[src/rtl/mem_arbiter.sv]
// ============================================================================
// Module   : mem_arbiter
// Purpose  : Two-requester (instruction / data) single-port RAM arbiter with
//            data priority and a starvation guard for instruction fetches.
// Revision : 1.0 - initial release
// ============================================================================
`default_nettype none

module mem_arbiter #(
    parameter int STARVE_LIMIT = 4
) (
    input  logic        CLK,
    input  logic        RST,
    // instruction port
    input  logic        iREN,
    input  logic [31:0] iaddr,
    output logic        iwait,
    output logic [31:0] iload,
    // data port
    input  logic        dREN,
    input  logic        dWEN,
    input  logic [31:0] daddr,
    input  logic [31:0] dstore,
    output logic        dwait,
    output logic [31:0] dload,
    // RAM side
    output logic        ramREN,
    output logic        ramWEN,
    output logic [31:0] ramaddr,
    output logic [31:0] ramstore,
    input  logic [31:0] ramload,
    input  logic [1:0]  ramstate,
    // grant status
    output logic [1:0]  gnt
);

    localparam int CNT_W = ($clog2(STARVE_LIMIT + 1) > 3) ? $clog2(STARVE_LIMIT + 1) : 3;
    localparam logic [CNT_W-1:0] LIMIT_C = CNT_W'(STARVE_LIMIT);

    localparam logic [1:0] IDLE = 2'b00;
    localparam logic [1:0] IGNT = 2'b01;
    localparam logic [1:0] DGNT = 2'b10;

    localparam logic [1:0]  RAM_ACCESS = 2'd2;
    localparam logic [1:0]  RAM_ERROR  = 2'd3;
    localparam logic [31:0] ERR_WORD   = 32'hBAD1_BAD1;

    logic [1:0]       state_q, state_d;
    logic [CNT_W-1:0] starve_cnt_q, starve_cnt_d;

    logic        d_req;
    logic        ram_done;
    logic        starving;
    logic        i_fin;
    logic        d_fin;
    logic [31:0] load_val;

    assign d_req    = dREN | dWEN;
    assign ram_done = (ramstate == RAM_ACCESS) || (ramstate == RAM_ERROR);
    assign starving = iREN && (starve_cnt_q >= LIMIT_C);
    // a transaction only completes while its requester is still asking
    assign i_fin    = (state_q == IGNT) && iREN  && ram_done;
    assign d_fin    = (state_q == DGNT) && d_req && ram_done;
    assign load_val = (ramstate == RAM_ERROR) ? ERR_WORD : ramload;

    always_comb begin
        state_d = state_q;
        case (state_q)
            IDLE: begin
                if (d_req && !starving) begin
                    state_d = DGNT;
                end else if (iREN) begin
                    state_d = IGNT;
                end
            end
            IGNT: begin
                if (!iREN || i_fin) begin
                    state_d = IDLE;
                end
            end
            DGNT: begin
                if (!d_req || d_fin) begin
                    state_d = IDLE;
                end
            end
            default: state_d = IDLE;
        endcase
    end

    always_comb begin
        starve_cnt_d = starve_cnt_q;
        if (!iREN || i_fin) begin
            starve_cnt_d = '0;
        end else if (d_fin && (starve_cnt_q < LIMIT_C)) begin
            starve_cnt_d = starve_cnt_q + 1'b1;
        end
    end

    always_ff @(posedge CLK or posedge RST) begin
        if (RST) begin
            state_q      <= IDLE;
            starve_cnt_q <= '0;
        end else begin
            state_q      <= state_d;
            starve_cnt_q <= starve_cnt_d;
        end
    end

    // reset drives state_q to IDLE asynchronously, which zeroes every RAM-side output
    always_comb begin
        ramREN   = 1'b0;
        ramWEN   = 1'b0;
        ramaddr  = 32'd0;
        ramstore = 32'd0;
        iload    = 32'd0;
        dload    = 32'd0;
        case (state_q)
            IGNT: begin
                ramREN  = iREN;
                ramaddr = iaddr;
                iload   = load_val;
            end
            DGNT: begin
                ramWEN   = dWEN;
                ramREN   = dREN & ~dWEN;
                ramaddr  = daddr;
                ramstore = dstore;
                dload    = load_val;
            end
            default: ;
        endcase
    end

    assign gnt   = state_q;
    assign iwait = iREN  & ~i_fin;
    assign dwait = d_req & ~d_fin;

endmodule

`default_nettype wire
[config.mk]
export PLATFORM = sky130hd
export DESIGN_NAME = mem_arbiter
export DESIGN_NICKNAME = d
export VERILOG_FILES = /design/src/rtl/mem_arbiter.sv
export SDC_FILE = /design/constraint.sdc
export NUM_CORES = 1
export LEC_CHECK = 0
export ABC_AREA = 1
export BUFFER_PORTS_ARGS = -buffer_cell sky130_fd_sc_hd__clkbuf_2
export CELL_PAD_IN_SITES_DETAIL_PLACEMENT = 1
export CELL_PAD_IN_SITES_GLOBAL_PLACEMENT = 2
export CORE_UTILIZATION = 12
export DETAILED_ROUTE_END_ITERATION = 12
export HOLD_SLACK_MARGIN = 0.12
export PLACE_DENSITY = 0.95
export SKIP_CTS_REPAIR_TIMING = 1
export SYNTH_ARGS = -nofsm -noshare
export SYNTH_HDL_FRONTEND = slang
export SYNTH_SLANG_ARGS = --single-unit
[constraint.sdc]
create_clock -name CLK -period 2.31 [get_ports CLK]
set_input_delay 0.231 -clock CLK [delete_from_list [all_inputs] [get_ports CLK]]
set_output_delay 0.231 -clock CLK [all_outputs]
set_load 0.01 [all_outputs]
==> run metrics, run 1 <==
CTS tree=done; crit start category=flop; synthesized area=1803 um^2; CP Max Fanout=32; DR iter-0 viols=72; synth-to-layout area growth=85.77%; die area=15,520 um^2; Slew Viols, Final=0; antenna-violating nets left=0; min-delay src=iREN; Worst VDD drop=0.0002279 V; clk_skew=0.7225 ps; Final HPWL DP=8067 um; arrival time at the worst endpoint=1790 ps; I/O pin cnt=269; clock root buffer master=clkbuf_16; required time of the critical path=2080 ps; grt met3 use=2.620%; total routed wirelength=9344 um; WS Path Type=flop to primary output; Chip Width=124.6 um; cts bufs inserted=3; Slew @ Worst Pin=779.9 ps; # diodes=0; CP Capture Type=primary output; Clk Latency, worst-skew pair=220 ps; share of layout cells above drive strength 1=53.69%; Finished Core Util=22.96%; largest net degree at the start of global routing=48; Clock transition at path regs=30 ps; worst path cell trace=inv_1 -> ha_1 -> inv_2 -> nor3_2 -> clkbuf_2; hold depth=3; most used routing layer=met2; Pleak=2.178 nW; Die Y=124.6 um; CTS max path bufs=2; gr usage total=11.67%; Hold Vio Cnt, Final=0; Rel. slew slack=48.00%; Vias/cell=3.892; post-route minimum period=2021 ps; Yosys reg bits=5; vias in the first global route=3,042; first-pass GRT wire length=15,010 um; Post-Syn Area per Cell=5.256 um^2; total nets after synthesis=482; non-filler instance count after layout=780; post-synthesis cell type count=20; fin crit share=87.47%; slowest cell on the critical path=inv_2; vias=3,036; gpl congestion=0.7665; drt first pass iters=4; GR Util met2=22.65%; Max Cap Viol=0; number of nets in the layout=736; FF-to-FF Start=gnt[1]; RSZ-0062 raised after global routing=no; PwrDens=720.6 nW/um^2; H-tree depth=1; post-synthesis sequential area ratio=6.940%; f_max=0.4949 GHz; initial cell density of the core=12.36%; Core Area=14,590 um^2; Worst Setup SP=gnt[1]; IO Port Bufs=268; Syn. warnings=0; Sink Count=5; grt ovf=0; Worst R2R Path Depth=8; crit-path max cell delay=570 ps; Worst Hold Class=primary input to flop; Setup-failing EPs final=0; setup_tns=0 ps; DRC Markers=0; Wirelength per Cell=11.98 um; Post-Synthesis Cells=343; status=complete, no violations; initial antenna violation count=0; GRT met1 Usage=13.17%; fill cell count=1,961; FP Rows=44; Inst Count DP=775
## worst max-delay path: cells and delay by family, from the launching register on
kind          cells  cell delay, ps
simple gates      1             110
buf+inv           3             810
fa+ha+maj         1             240
flops             1             370
## sequential cells by signal, indices dropped and copies added, names as in the netlist
register / cells
gnt: 2
starve_cnt_q: 3
## cell usage in the layout (no fill, tap or decap), types with 2 or more instances in the layout
cell type and instances:
a21oi_1 62, a21oi_2 11, buf_4 5, clkbuf_16 3, clkbuf_2 268, dfrtp_1 5, ha_1 3, inv_1 72
inv_2 7, nand2_1 112, nand3_1 8, nand4_1 2, nor2_1 2, nor3_1 8, nor3_2 20
## layout make-up
| type | count | area, um^2 | area share, % |
|---|---|---|---|
| clock buffer | 4 | 78.83 | 2.353 |
| sequential | 5 | 125.1 | 3.736 |
| inverter | 80 | 302.8 | 9.040 |
| timing repair buffer | 275 | 1409 | 42.06 |
| multi-input combinational | 232 | 1204 | 35.94 |
| tap | 184 | 230.2 | 6.873 |
## cells in the mapped netlist
library cell | n | area share (%)
nand2_1 | 112 | 23
inv_4 | 1 | 0.35
nand4_1 | 2 | 0.69
inv_2 | 7 | 1.5
nand2_4 | 1 | 0.62
a21oi_1 | 62 | 17
buf_2 | 13 | 3.6
nor3_1 | 8 | 2.2
ha_1 | 4 | 2.8
buf_4 | 4 | 1.7
dfrtp_1 | 5 | 6.9
buf_6 | 6 | 3.7
nor2_2 | 1 | 0.35
nor3_2 | 20 | 11
buf_1 | 3 | 0.62
nand2_2 | 1 | 0.35
nand3_1 | 8 | 2.2
a21oi_2 | 11 | 5.3
nor2_1 | 2 | 0.42
inv_1 | 72 | 15
## layer usage
layer	vias up	routed length, um
met2	135	4949
met4	0	56
met3	6	655
li1	1548	-
met5	-	0
met1	1347	3682
## through the flow
step                      hold slack (ps)  power (mW)  area, um^2  worst slack [ps]
final                               327.3       2.414        3349             289.4
after global routing                366.1       2.679        3349             130.0
after CTS                          -108.8       2.466        3339             234.8
after detailed placement            123.7       2.176        3261             469.1
after global placement              122.4       2.157        3261             555.9
after floorplan                     9.521       1.330        1803             769.1
## power breakdown
part | internal (mW) | switching [mW]
sequential | 0.104 | 0.0145
combinational | 0.734 | 1.28
clock | 0.228 | 0.0497
total | 1.07 | 1.35
## kinds of logic (layout without fill, tap and decap cells)
group           after synthesis  in the layout  share of synthesized area [%]
compound gates               73             73                          22.55
fa+ha+maj                     4              4                          2.776
buf+inv                     106            359                          26.44
flops                         5              5                          6.940
simple gates                155            155                          41.29
## path summary, 6_finish.rpt
check                      slack (ps)              end
max                               290         iload[2]
min                               330           gnt[0]
max reg2reg                       780  starve_cnt_q[1]
min reg2reg                       530  starve_cnt_q[1]
max in group asynchronous        1680  starve_cnt_q[1]
min in group asynchronous         460  starve_cnt_q[2]
No activity file was read; power rests on OpenSTA's default activity.
==> run 2, diff against run 1 <==
==> constraint.sdc (replaced) <==
create_clock -name CLK -period 2.31 [get_ports CLK]
set_input_delay 0.231 -clock CLK [delete_from_list [all_inputs] [get_ports CLK]]
set_output_delay 0.231 -clock CLK [all_outputs]
set_load 0.02 [all_outputs]
==> run 2 against run 1 <==
Compared with the run above: critical path depth unchanged; combinational power is 19% higher; setup slack worse by 29 ps; wire length rose by 0.73%; count of clock-buffer cells in the layout unchanged; worst hold slack lost 11 ps; clock power up 3%; power up 17%; utilization hardly changed; final cell count shrank 0.13%; first-iteration DRC count rose by 25%; largest power group unchanged.
==> run metrics, run 2 (synthesized netlist as in run 1, its figures left out) <==
gpl congestion=0.7557; Power, Total=2.820 mW; H-tree depth=1; antenna-violating nets left=0; I/O pin cnt=269; Clock transition at path regs=30 ps; drt first pass iters=4; status=complete, no violations; required time of the critical path=2080 ps; CTS tree=done; Core Area=14,590 um^2; post-route minimum period=2050 ps; DR iter-0 viols=90; CTS max path bufs=2; largest net degree at the start of global routing=70; fill cell count=1,947; WP buf/inv=3; Rel. slew slack=47.36%; # diodes=0; share of layout cells above drive strength 1=53.61%; Final HPWL DP=7922 um; crit-path max cell delay=580 ps; grt ovf=0; f_max=0.4878 GHz; clock root buffer master=clkbuf_16; Pleak=2.175 nW; Setup-failing EPs final=0; initial antenna violation count=0; cts bufs inserted=3; Chip Width=124.6 um; Max Cap Viol=0; synth-to-layout area growth=86.05%; critical path's top delay family=buffers and inverters; setup_tns=0 ps; most common cell after layout, fill and taps aside=clkbuf_2; max FFs per register=3; PwrDens=840.6 nW/um^2; DRC Markers=0; slowest cell on the critical path=inv_2; WS Path Type=flop to primary output; Crit path depth=5; Die Y=124.6 um; vias in the first global route=3,071; IO Port Bufs=268; gr usage total=11.72%; Min Hold Slack=316.3 ps; Slew @ Worst Pin=788.4 ps; vias=3,051; first-pass GRT wire length=15,090 um; hold depth=3; Hold Vio Cnt, Final=0; Wirelength per Cell=12.08 um; Vias/cell=3.917; RSZ-0062 raised after global routing=no; die area=15,520 um^2; fin crit share=88.74%; Worst VDD drop=0.0004210 V; most frequent cells in the layout=268 x clkbuf_2, 112 x nand2_1, 72 x inv_1, 62 x a21oi_1, 20 x nor3_2; Worst Hold Class=primary input to flop; clk_skew=1.628 ps; largest reg by FF count=starve_cnt_q; crit start category=flop; Slew Viols, Final=0; worst path cell trace=inv_1 -> ha_1 -> inv_2 -> nor3_2 -> clkbuf_2; Worst R2R Path Depth=7; Sink Count=5; total routed wirelength=9412 um; CP Max Fanout=32; FP Rows=44; Clk Latency, worst-skew pair=230 ps; arrival time at the worst endpoint=1820 ps; number of nets in the layout=735; initial cell density of the core=12.36%; CP Capture Type=primary output
## run 2: changes by cell type in the layout (fill, tap and decap cells not counted), sizes merged
cell  before  now
buf        6    5
## run 2: layer usage
metal / vias to the layer above / global-route usage (%) / share of wire [%]
li1: 1545 / - / -
met1: 1371 / 12.91 / 40
met2: 133 / 23.40 / 53
met3: 2 / 2.363 / 6.7
met4: 0 / 0.9922 / 0.29
met5: - / 0 / 0
## run 2: worst paths after layout
| path | to | startpoint | slack [ps] |
|---|---|---|---|
| worst min register to register | starve_cnt_q[1] | starve_cnt_q[1] | 530 |
| worst max register to register | starve_cnt_q[2] | gnt[0] | 770 |
| worst min-delay path | gnt[0] | iREN | 320 |
| min in group asynchronous | starve_cnt_q[0] | RST | 450 |
| worst max-delay path | iload[17] | gnt[1] | 260 |
| max in group asynchronous | gnt[1] | RST | 1680 |
## run 2: where the power goes
part | total (mW) | internal (mW) | switching, mW
sequential | 0.120 | 0.104 | 0.0161
clock | 0.286 | 0.229 | 0.0568
combinational | 2.41 | 0.735 | 1.68
total | 2.82 | 1.07 | 1.75
## run 2: final cells by class
cell class	count	area, um^2	share of cell area (%)
repair buffers	274	1414	42.15
multi-input cells	232	1204	35.88
inverters	80	302.8	9.026
flip-flops and latches	5	125.1	3.730
well taps	184	230.2	6.863
clock buffers	4	78.83	2.350
## run 2: worst min-delay path, stage by stage
cell,delay [ps]
clkbuf_2,120
nand3_1,90
nand2_1,50
## run 2: per-stage QoR
step	std cells	setup slack, ps	area (um^2)	util [%]
after floorplan	343	513.4	1803	-
after global routing	779	136.2	3354	22.99
final	779	260.2	3354	22.99
after CTS	778	238.9	3344	22.92
after detailed placement	774	478.4	3266	22.38
after global placement	774	543.2	3266	22.38
==> run 3, diff against run 2 <==
CTS_BUF_LIST = sky130_fd_sc_hd__clkbuf_8 sky130_fd_sc_hd__clkbuf_16   (was not set)
==> run 3 against run 2 <==
Compared with the run above: global-route usage unchanged; worst hold slack unchanged; first-iteration DRC count unchanged; combinational power about the same; final area unchanged; maximum frequency about the same; clock power decreased by 2%; non-clock buffer count unchanged; sequential share of layout area unchanged; count of clock-buffer cells in the layout decreased by 1; register-to-register slack about the same; sequential power about the same.
==> run metrics, run 3 (synthesized netlist as in run 1, its figures left out) <==
Hold Vio Cnt, Final=0; Setup-failing EPs final=0; Core Area=14,590 um^2; f_max=0.4878 GHz; Worst Hold Class=primary input to flop; DR iter-0 viols=90; Chip Width=124.6 um; first-pass GRT wire length=15,090 um; Vias/cell=3.917; DRC Markers=0; WP buf/inv=3; most common cell after layout, fill and taps aside=clkbuf_2; worst path cell trace=inv_1 -> ha_1 -> inv_2 -> nor3_2 -> clkbuf_2; gr usage total=11.72%; FP Rows=44; H-tree depth=1; CP Capture Type=primary output; max FFs per register=3; Wirelength per Cell=12.08 um; slowest cell on the critical path=inv_2; Sink Count=5; required time of the critical path=2080 ps; crit start category=flop; Final HPWL DP=7922 um; WS Path Type=flop to primary output; drt first pass iters=4; largest reg by FF count=starve_cnt_q; crit-path max cell delay=580 ps; Worst VDD drop=0.0004210 V; grt ovf=0; largest net degree at the start of global routing=70; vias in the first global route=3,071; die area=15,520 um^2; fill cell count=1,947; fin crit share=88.75%; Die Y=124.6 um; Clock transition at path regs=30 ps; initial cell density of the core=12.36%; CTS max path bufs=2; clk_skew=1.489 ps; I/O pin cnt=269; gpl congestion=0.7557; Slew Viols, Final=0; IO Port Bufs=268; arrival time at the worst endpoint=1820 ps; CTS tree=done; vias=3,051; total routed wirelength=9412 um; Pleak=2.179 nW; clock root buffer master=clkbuf_16; PwrDens=839.3 nW/um^2; initial antenna violation count=0; most frequent cells in the layout=268 x clkbuf_2, 112 x nand2_1, 73 x inv_1, 62 x a21oi_1, 20 x nor3_2; # diodes=0; Slew @ Worst Pin=788.4 ps; number of nets in the layout=735; post-route minimum period=2050 ps; sequential cell area=125.1 um^2; Min Hold Slack=316.3 ps; critical path's top delay family=buffers and inverters; CP Max Fanout=32; area of the multi-input gates=1204 um^2; status=complete, no violations; RSZ-0062 raised after global routing=no; share of layout cells above drive strength 1=53.61%; Rel. slew slack=47.36%; Max Cap Viol=0; synth-to-layout area growth=86.05%; cts bufs inserted=3; Clk Latency, worst-skew pair=230 ps; setup_tns=0 ps; antenna-violating nets left=0
## run 3: through the flow
step	cells	power, mW	worst slack [ps]	utilization, %	instance area (um^2)
finish	779	2.815	260.0	22.99	3354
global route	779	3.063	136.1	22.99	3354
global placement	774	2.556	543.2	22.38	3266
detailed placement	774	2.579	478.4	22.38	3266
CTS	778	2.868	238.6	22.92	3344
floorplan	343	1.728	513.4	-	1803
## run 3: final timing paths
path	end	slack (ps)	cells after the start	startpoint
hold reg to reg	starve_cnt_q[1]	530	2	starve_cnt_q[1]
max in group asynchronous	gnt[1]	1680	3	RST
setup reg to reg	starve_cnt_q[2]	770	7	gnt[0]
min in group asynchronous	starve_cnt_q[0]	450	3	RST
setup / recovery	iload[17]	260	5	gnt[1]
hold / removal	gnt[0]	320	3	iREN
## run 3: routing by layer
metal	track usage, %	part of all wire [%]
met1	12.91	40
met4	0.9922	0.29
met3	2.363	6.7
met5	0	0
met2	23.40	53
## run 3: worst reg2reg max path: stages, from the launching register on
cell and delay (ps):
dfrtp_1 400, inv_1 90, ha_2 220, buf_12 280, nand2_1 110, nor2_1 150, nand2_1 70, a21oi_1 130
## run 3: report_power, final
part	internal (mW)	leakage (nW)	switching [mW]
combinational	0.735	2.07	1.68
clock	0.224	0.0423	0.0570
sequential	0.104	0.0674	0.0161
## run 3: final cells by class
| cell class | count | share of cell area (%) |
|---|---|---|
| Clock buffer | 3 | 2.238 |
| Clock inverter | 1 | 0.1119 |
| Inverter | 80 | 9.026 |
| Multi-Input combinational cell | 232 | 35.88 |
| Sequential cell | 5 | 3.730 |
| Tap cell | 184 | 6.863 |
| Timing Repair Buffer | 274 | 42.15 |
